===== src/rtl/if_prefetch_queue.sv =====
// if_prefetch_queue: in-order instruction prefetch front end.
// Issues word-aligned fetch requests over a valid/ready handshake, accepts
// variable-latency in-order responses, and buffers instructions with their
// PCs in a DEPTH-entry FIFO that feeds decode. An EX redirect flushes the
// FIFO and drops every response still in flight.
//
// Ports:
//   clk, reset                       clock (rising edge), async active-low reset
//   imem_req_valid/ready, imem_addr  fetch request channel
//   imem_rsp_valid, imem_rsp_data    in-order fetch responses
//   redirect, redirect_pc            taken branch/jump target from EX
//   instr_valid/ready                queue head handshake towards decode
//   instr_out, pc_out, pcplus4_out   queue head payload
module if_prefetch_queue #(
  parameter int unsigned    XLEN     = 32,
  parameter int unsigned    DEPTH    = 4,
  parameter logic [XLEN-1:0] RESET_PC = '0
) (
  input  logic            clk,
  input  logic            reset,
  output logic            imem_req_valid,
  input  logic            imem_req_ready,
  output logic [XLEN-1:0] imem_addr,
  input  logic            imem_rsp_valid,
  input  logic [31:0]     imem_rsp_data,
  input  logic            redirect,
  input  logic [XLEN-1:0] redirect_pc,
  output logic            instr_valid,
  input  logic            instr_ready,
  output logic [31:0]     instr_out,
  output logic [XLEN-1:0] pc_out,
  output logic [XLEN-1:0] pcplus4_out
);

  localparam int unsigned CW = $clog2(DEPTH + 1);
  localparam int unsigned PW = $clog2(DEPTH);
  localparam logic [CW:0]   DEPTH_W = (CW + 1)'(DEPTH);
  localparam logic [CW-1:0] FULL    = CW'(DEPTH);

  logic [XLEN-1:0] fetch_pc;
  logic [XLEN-1:0] rsp_pc;
  logic [CW-1:0]   count;
  logic [CW-1:0]   outstanding;
  logic [CW-1:0]   drop;
  logic [PW-1:0]   wr_ptr;
  logic [PW-1:0]   rd_ptr;
  logic [31:0]     instr_mem [DEPTH];
  logic [XLEN-1:0] pc_mem    [DEPTH];

  logic            credit_ok;
  logic            accept;
  logic            push;
  logic            pop;
  logic [CW-1:0]   outstanding_nxt;
  logic [CW-1:0]   count_nxt;

  // Handshake decode; a request slot is only offered when its response is
  // guaranteed a FIFO entry, so the queue can never overflow.
  always_comb begin
    credit_ok       = ({1'b0, count} + {1'b0, outstanding}) < DEPTH_W;
    imem_req_valid  = reset & ~redirect & credit_ok;
    accept          = imem_req_valid & imem_req_ready;
    push            = imem_rsp_valid & (drop == '0) & ~redirect;
    pop             = instr_valid & instr_ready & ~redirect;
    outstanding_nxt = outstanding + CW'(accept) - CW'(imem_rsp_valid);
    count_nxt       = count + CW'(push) - CW'(pop);
  end

  assign imem_addr   = fetch_pc;
  assign instr_valid = (count != '0);
  assign instr_out   = instr_mem[rd_ptr];
  assign pc_out      = pc_mem[rd_ptr];
  assign pcplus4_out = pc_mem[rd_ptr] + XLEN'(4);

  // Control state; redirect flushes the queue and marks every request still
  // in flight (after this cycle's accept/response) as stale.
  always_ff @(posedge clk or negedge reset) begin
    if (!reset) begin
      fetch_pc    <= RESET_PC;
      rsp_pc      <= RESET_PC;
      count       <= '0;
      outstanding <= '0;
      drop        <= '0;
      wr_ptr      <= '0;
      rd_ptr      <= '0;
    end else begin
      outstanding <= outstanding_nxt;
      if (redirect) begin
        fetch_pc <= redirect_pc;
        rsp_pc   <= redirect_pc;
        count    <= '0;
        wr_ptr   <= '0;
        rd_ptr   <= '0;
        drop     <= outstanding_nxt;
      end else begin
        count <= count_nxt;
        if (accept) fetch_pc <= fetch_pc + XLEN'(4);
        if (push) begin
          rsp_pc <= rsp_pc + XLEN'(4);
          wr_ptr <= wr_ptr + PW'(1);
        end
        if (pop) rd_ptr <= rd_ptr + PW'(1);
        if (imem_rsp_valid && (drop != '0)) drop <= drop - CW'(1);
      end
    end
  end

  // FIFO payload storage; needs no reset since count gates visibility.
  always_ff @(posedge clk) begin
    if (push) begin
      instr_mem[wr_ptr] <= imem_rsp_data;
      pc_mem[wr_ptr]    <= rsp_pc;
    end
  end

  // Environment/protocol guards.
  a_no_overflow: assert property (@(posedge clk) disable iff (!reset)
    !(push && !pop && (count == FULL)));
  a_rsp_expected: assert property (@(posedge clk) disable iff (!reset)
    !(imem_rsp_valid && (outstanding == '0)));

endmodule


===== config.mk =====
export PLATFORM = sky130hd
export DESIGN_NAME = if_prefetch_queue
export DESIGN_NICKNAME = d
export VERILOG_FILES = /design/src/rtl/if_prefetch_queue.sv
export SDC_FILE = /design/constraint.sdc
export NUM_CORES = 1
export LEC_CHECK = 0
export ABC_AREA = 1
export ABC_CLOCK_PERIOD_IN_PS = 6400
export BUFFER_PORTS_ARGS = -buffer_cell sky130_fd_sc_hd__buf_2
export CORE_MARGIN = 5
export CORE_UTILIZATION = 58
export CTS_CLUSTER_SIZE = 28
export DETAILED_ROUTE_END_ITERATION = 12
export MAX_ROUTING_LAYER = met4
export PLACE_DENSITY_LB_ADDON = 0.15
export REMOVE_ABC_BUFFERS = 1
export SYNTH_ARGS = -nofsm -noshare
export SYNTH_HDL_FRONTEND = slang
export SYNTH_SLANG_ARGS = --single-unit

===== constraint.sdc =====
create_clock -name clk -period 6.4 [get_ports clk]
set_input_delay 1.28 -clock clk [delete_from_list [all_inputs] [get_ports clk]]
set_output_delay 1.28 -clock clk [all_outputs]
set_load 0.005 [all_outputs]

==> key figures <==
Synthesis
  – Sequential share of the synthesized area: between 60% and 70%
  – Share of async-settable or async-resettable flops after synthesis: between 20% and 30%
  – Syn Area/Cell: 9.21 sq um
  – Yosys warning count: 0
  – Mapped Cells: approximately 1.7k
  – Post-synthesis cell type with the largest combined area: sky130_fd_sc_hd__edfxtp_1
  – Number of synthesized register bits: approximately 330
  – Post-synth design cell area: 16000 sq um
  – Library cells used by synthesis: 40
  – Post-synth EDFFs: between 200 and 300
  – Area fraction of the dominant cell type after synthesis: between 40% and 50%
  – Top_reg_cell synth: sky130_fd_sc_hd__edfxtp_1
  – Area contributors post-synth: sky130_fd_sc_hd__edfxtp_1, sky130_fd_sc_hd__nand2_1, sky130_fd_sc_hd__dfrtp_1

Place
  – Total placed instance area: roughly 17000 sq um
  – Hpwl dp: 27200 microns
  – Count of buffers inserted at the top-level ports: ~200
  – Gpl congestion: 0.928
  – Placed cell count: between 2k and 2.5k
  – Place WS: around 1.9 ns

Clock tree
  – Clock edge transition at the registers on the reported setup and hold paths: around 0.060 ns
  – Hold Buf Count CTS: 0
  – Setup bufs post-CTS: 0
  – Clock tree from TritonCTS: done
  – CTS buffer count: 35
  – Count of cells resized by post-cts repair: 0
  – Number of buffers on the longest clock path: 3
  – Deepest level of the CTS H-tree: 2
  – Clock Sinks: roughly 330
  – Clock latency at the later pin of the worst-skew pair: approximately 0.52 ns
  – Buffer cell driving the clock tree root: sky130_fd_sc_hd__clkbuf_16

Cells and area
  – Final nets: approximately 2.0k
  – Layout Area Growth over Synthesis: 14.7%
  – Fin cells: approximately 2.3k
  – Diodes inserted: 0
  – Cell area after layout: about 18000 sq um
  – Share of cells above drive strength 1: 14.8%

Detailed routing
  – Post-detailed-route count of antenna-violating nets: 0
  – Routed vias: about 13k
  – Remaining DRCs: 0
  – Routed wire per std cell: approximately 17 microns
  – First-iteration detailed-routing DRC count: roughly 1.1k
  – Via count normalized by instance count: around 5.5
  – Total length of routed wires: between 40000 and 50000 microns
  – Total iterations of the first detailed-routing run: 6

Status
  – Result of the run: finished clean

GRT
  – Via count of the first global-routing pass: about 13k
  – Initial antenna violation count: 0
  – Gr ovfl total: 0
  – Wire length of the first global-routing pass: roughly 65000 microns
  – GR Util All Layers: 26.7%
  – Largest net degree at the start of global routing: around 130

Setup path
  – Critical Path RT: between 5 and 6 ns
  – Critical Path End: pcplus4_out[16]
  – Worst-path fanout max: around 120
  – Reg-to-reg slack, setup: 3.16 ns
  – Type of origin of the critical path: flop
  – Crit Reg-Reg Endpoint: count[2]
  – FF-to-FF path depth: 12
  – Start point of the critical path: rd_ptr[0]
  – Worst r2r src: drop[0]
  – CP Data Arrival Time: 3.72 ns
  – Classification of the worst setup path: reg2out
  – Element type at the critical path end: primary output

Die
  – Width of the die: 176 microns
  – Starting Density: roughly 59%
  – Std-Cell Rows: 60
  – Boundary pin count: 200
  – Vertical die dimension: ~180 microns
  – Area inside the core boundary: 27100 sq um
  – Area of the die: about 31000 sq um

Timing
  – Slew at the pin closest to its max-slew limit: ~1.3 ns
  – Max-slew violations: 0
  – Headroom to the max-slew limit: between 10% and 20%
  – Final min period: 5.00 ns
  – Hold violation total from the final report: 0
  – Crit share post-route: about four fifths
  – Maximum operating frequency: 200 MHz
  – Setup repair after global routing missed its margin: false
  – Final Worst Setup Slack: between 1 and 1.5 ns
  – Final count of negative-setup-slack endpoints: 0
  – Post-Route Setup TNS: 0 ns
  – Final clock skew: ~0.025 ns

Worst hold path
  – Hold Path Stages: 2
  – Path class of the lowest-slack min-delay path: reg2reg

Power and ir drop
  – Areal power density over the cells: approximately 350 nW/um^2
  – Leakage power: ~7.7 nW
  – Post-route total power: 0.00643 W
  – Highest ir drop seen on vdd: between 0.0002 and 0.00025 V

Job
  – Max Cap Violations: 0
[how the worst min path moves through the flow]
| stage | from | endpoint | slack, ns |
|---|---|---|---|
| 2_1_floorplan | imem_addr[0] | imem_addr[0] | 0.47 |
| 3_3_place_gp | imem_addr[0] | imem_addr[0] | 0.45 |
| 3_5_place_dp | imem_addr[1] | imem_addr[1] | 0.46 |
| 4_1_cts | imem_addr[1] | imem_addr[1] | 0.47 |
| 5_1_grt | imem_addr[1] | imem_addr[1] | 0.50 |
| 6_report | imem_addr[0] | imem_addr[0] | 0.46 |
[stage by stage]
stage / hold slack [ns] / utilization (%)
after floorplan: 0.465 / -
after global placement: 0.452 / 63.8
after detailed placement: 0.456 / 63.8
after CTS: 0.470 / 67.8
after global routing: 0.503 / 67.8
final: 0.464 / 67.8
[final cells by class]
cell class / count / area, sq um
Sequential cell: 333 / 9620
Fill cell: 2150 / 8730
Multi-Input combinational cell: 1205 / 5580
Timing Repair Buffer: 214 / 1120
Clock buffer: 41 / 918
Inverter: 133 / 502
Tap cell: 372 / 465
Clock inverter: 20 / 156
[layer usage]
metal  GRT usage, %  part of all wire [%]  up-vias
met5              -                     0        -
met4           9.29                   3.0        0
met3           3.58                   7.6       70
met2           42.7                    47      500
met1           35.6                    42     6042
li1               -                     -     6187
[synth_stat cells (6+ instances only)]
cell type and n:
sky130_fd_sc_hd__nor3_1 29, sky130_fd_sc_hd__nand2_1 555, sky130_fd_sc_hd__ha_1 15, sky130_fd_sc_hd__buf_2 21, sky130_fd_sc_hd__nand3b_1 6, sky130_fd_sc_hd__nand3_1 129, sky130_fd_sc_hd__a31oi_1 7, sky130_fd_sc_hd__buf_4 12
sky130_fd_sc_hd__o211ai_1 14, sky130_fd_sc_hd__a21oi_1 27, sky130_fd_sc_hd__inv_1 130, sky130_fd_sc_hd__nor2_1 203, sky130_fd_sc_hd__edfxtp_1 256, sky130_fd_sc_hd__dfrtp_1 77, sky130_fd_sc_hd__nand4_1 14, sky130_fd_sc_hd__clkbuf_1 28
sky130_fd_sc_hd__xor2_1 32, sky130_fd_sc_hd__o22ai_1 35, sky130_fd_sc_hd__o21ai_0 106
[worst max-delay path, stage by stage (launching register included)]
cell	delay, ns
sky130_fd_sc_hd__dfrtp_4	0.50
sky130_fd_sc_hd__buf_4	0.94
sky130_fd_sc_hd__nand2_1	0.16
sky130_fd_sc_hd__nand2_1	0.13
sky130_fd_sc_hd__nand2_1	0.05
sky130_fd_sc_hd__nand2_1	0.16
sky130_fd_sc_hd__ha_1	0.18
sky130_fd_sc_hd__nand3_1	0.24
sky130_fd_sc_hd__nor2_1	0.40
sky130_fd_sc_hd__nand2_1	0.13
sky130_fd_sc_hd__xor2_1	0.15
sky130_fd_sc_hd__buf_2	0.13
[flip-flops by register name, indices dropped and copies added, names as in the netlist]
name / count
pc_mem: 128
drop: 3
imem_addr: 32
rd_ptr: 2
rsp_pc: 32
wr_ptr: 2
count: 3
instr_mem: 128
outstanding: 3
[cells in the final DEF (no fill, tap or decap), types with 14 or more instances in the layout]
cell,Yosys,final
sky130_fd_sc_hd__ha_1,15,15
sky130_fd_sc_hd__buf_4,12,15
sky130_fd_sc_hd__o21ai_0,106,106
sky130_fd_sc_hd__nand4_1,14,14
sky130_fd_sc_hd__nor2_1,203,199
sky130_fd_sc_hd__edfxtp_1,256,256
sky130_fd_sc_hd__dfrtp_1,77,75
sky130_fd_sc_hd__buf_2,21,198
sky130_fd_sc_hd__o211ai_1,14,14
sky130_fd_sc_hd__nor3_1,29,29
sky130_fd_sc_hd__xor2_1,32,32
sky130_fd_sc_hd__inv_1,130,129
sky130_fd_sc_hd__nand2_1,555,555
sky130_fd_sc_hd__o22ai_1,35,35
sky130_fd_sc_hd__nand3_1,129,129
sky130_fd_sc_hd__clkbuf_16,0,35
sky130_fd_sc_hd__a21oi_1,27,27
[cells by family (layout without fill, tap and decap cells)]
group,Yosys count,in the layout,synth area share [%]
buffers and inverters,201,408,5.30
xor gates and xnor gates,36,36,1.97
AOI/OAI and AO/OA,198,198,6.91
and+or+nand+nor,954,954,24.4
adders and majority gates,17,17,1.42
DFF,333,333,60.0
[power breakdown]
part / total, W / switching, W / leakage (nW) / internal (W)
Sequential: 0.00269 / 0.000175 / 3.24 / 0.00252
Combinational: 0.00182 / 0.00120 / 3.95 / 0.000617
Clock: 0.00192 / 0.000810 / 0.535 / 0.00111
Total: 0.00643 / 0.00219 / 7.72 / 0.00425
(Power assumes the default switching activity.)
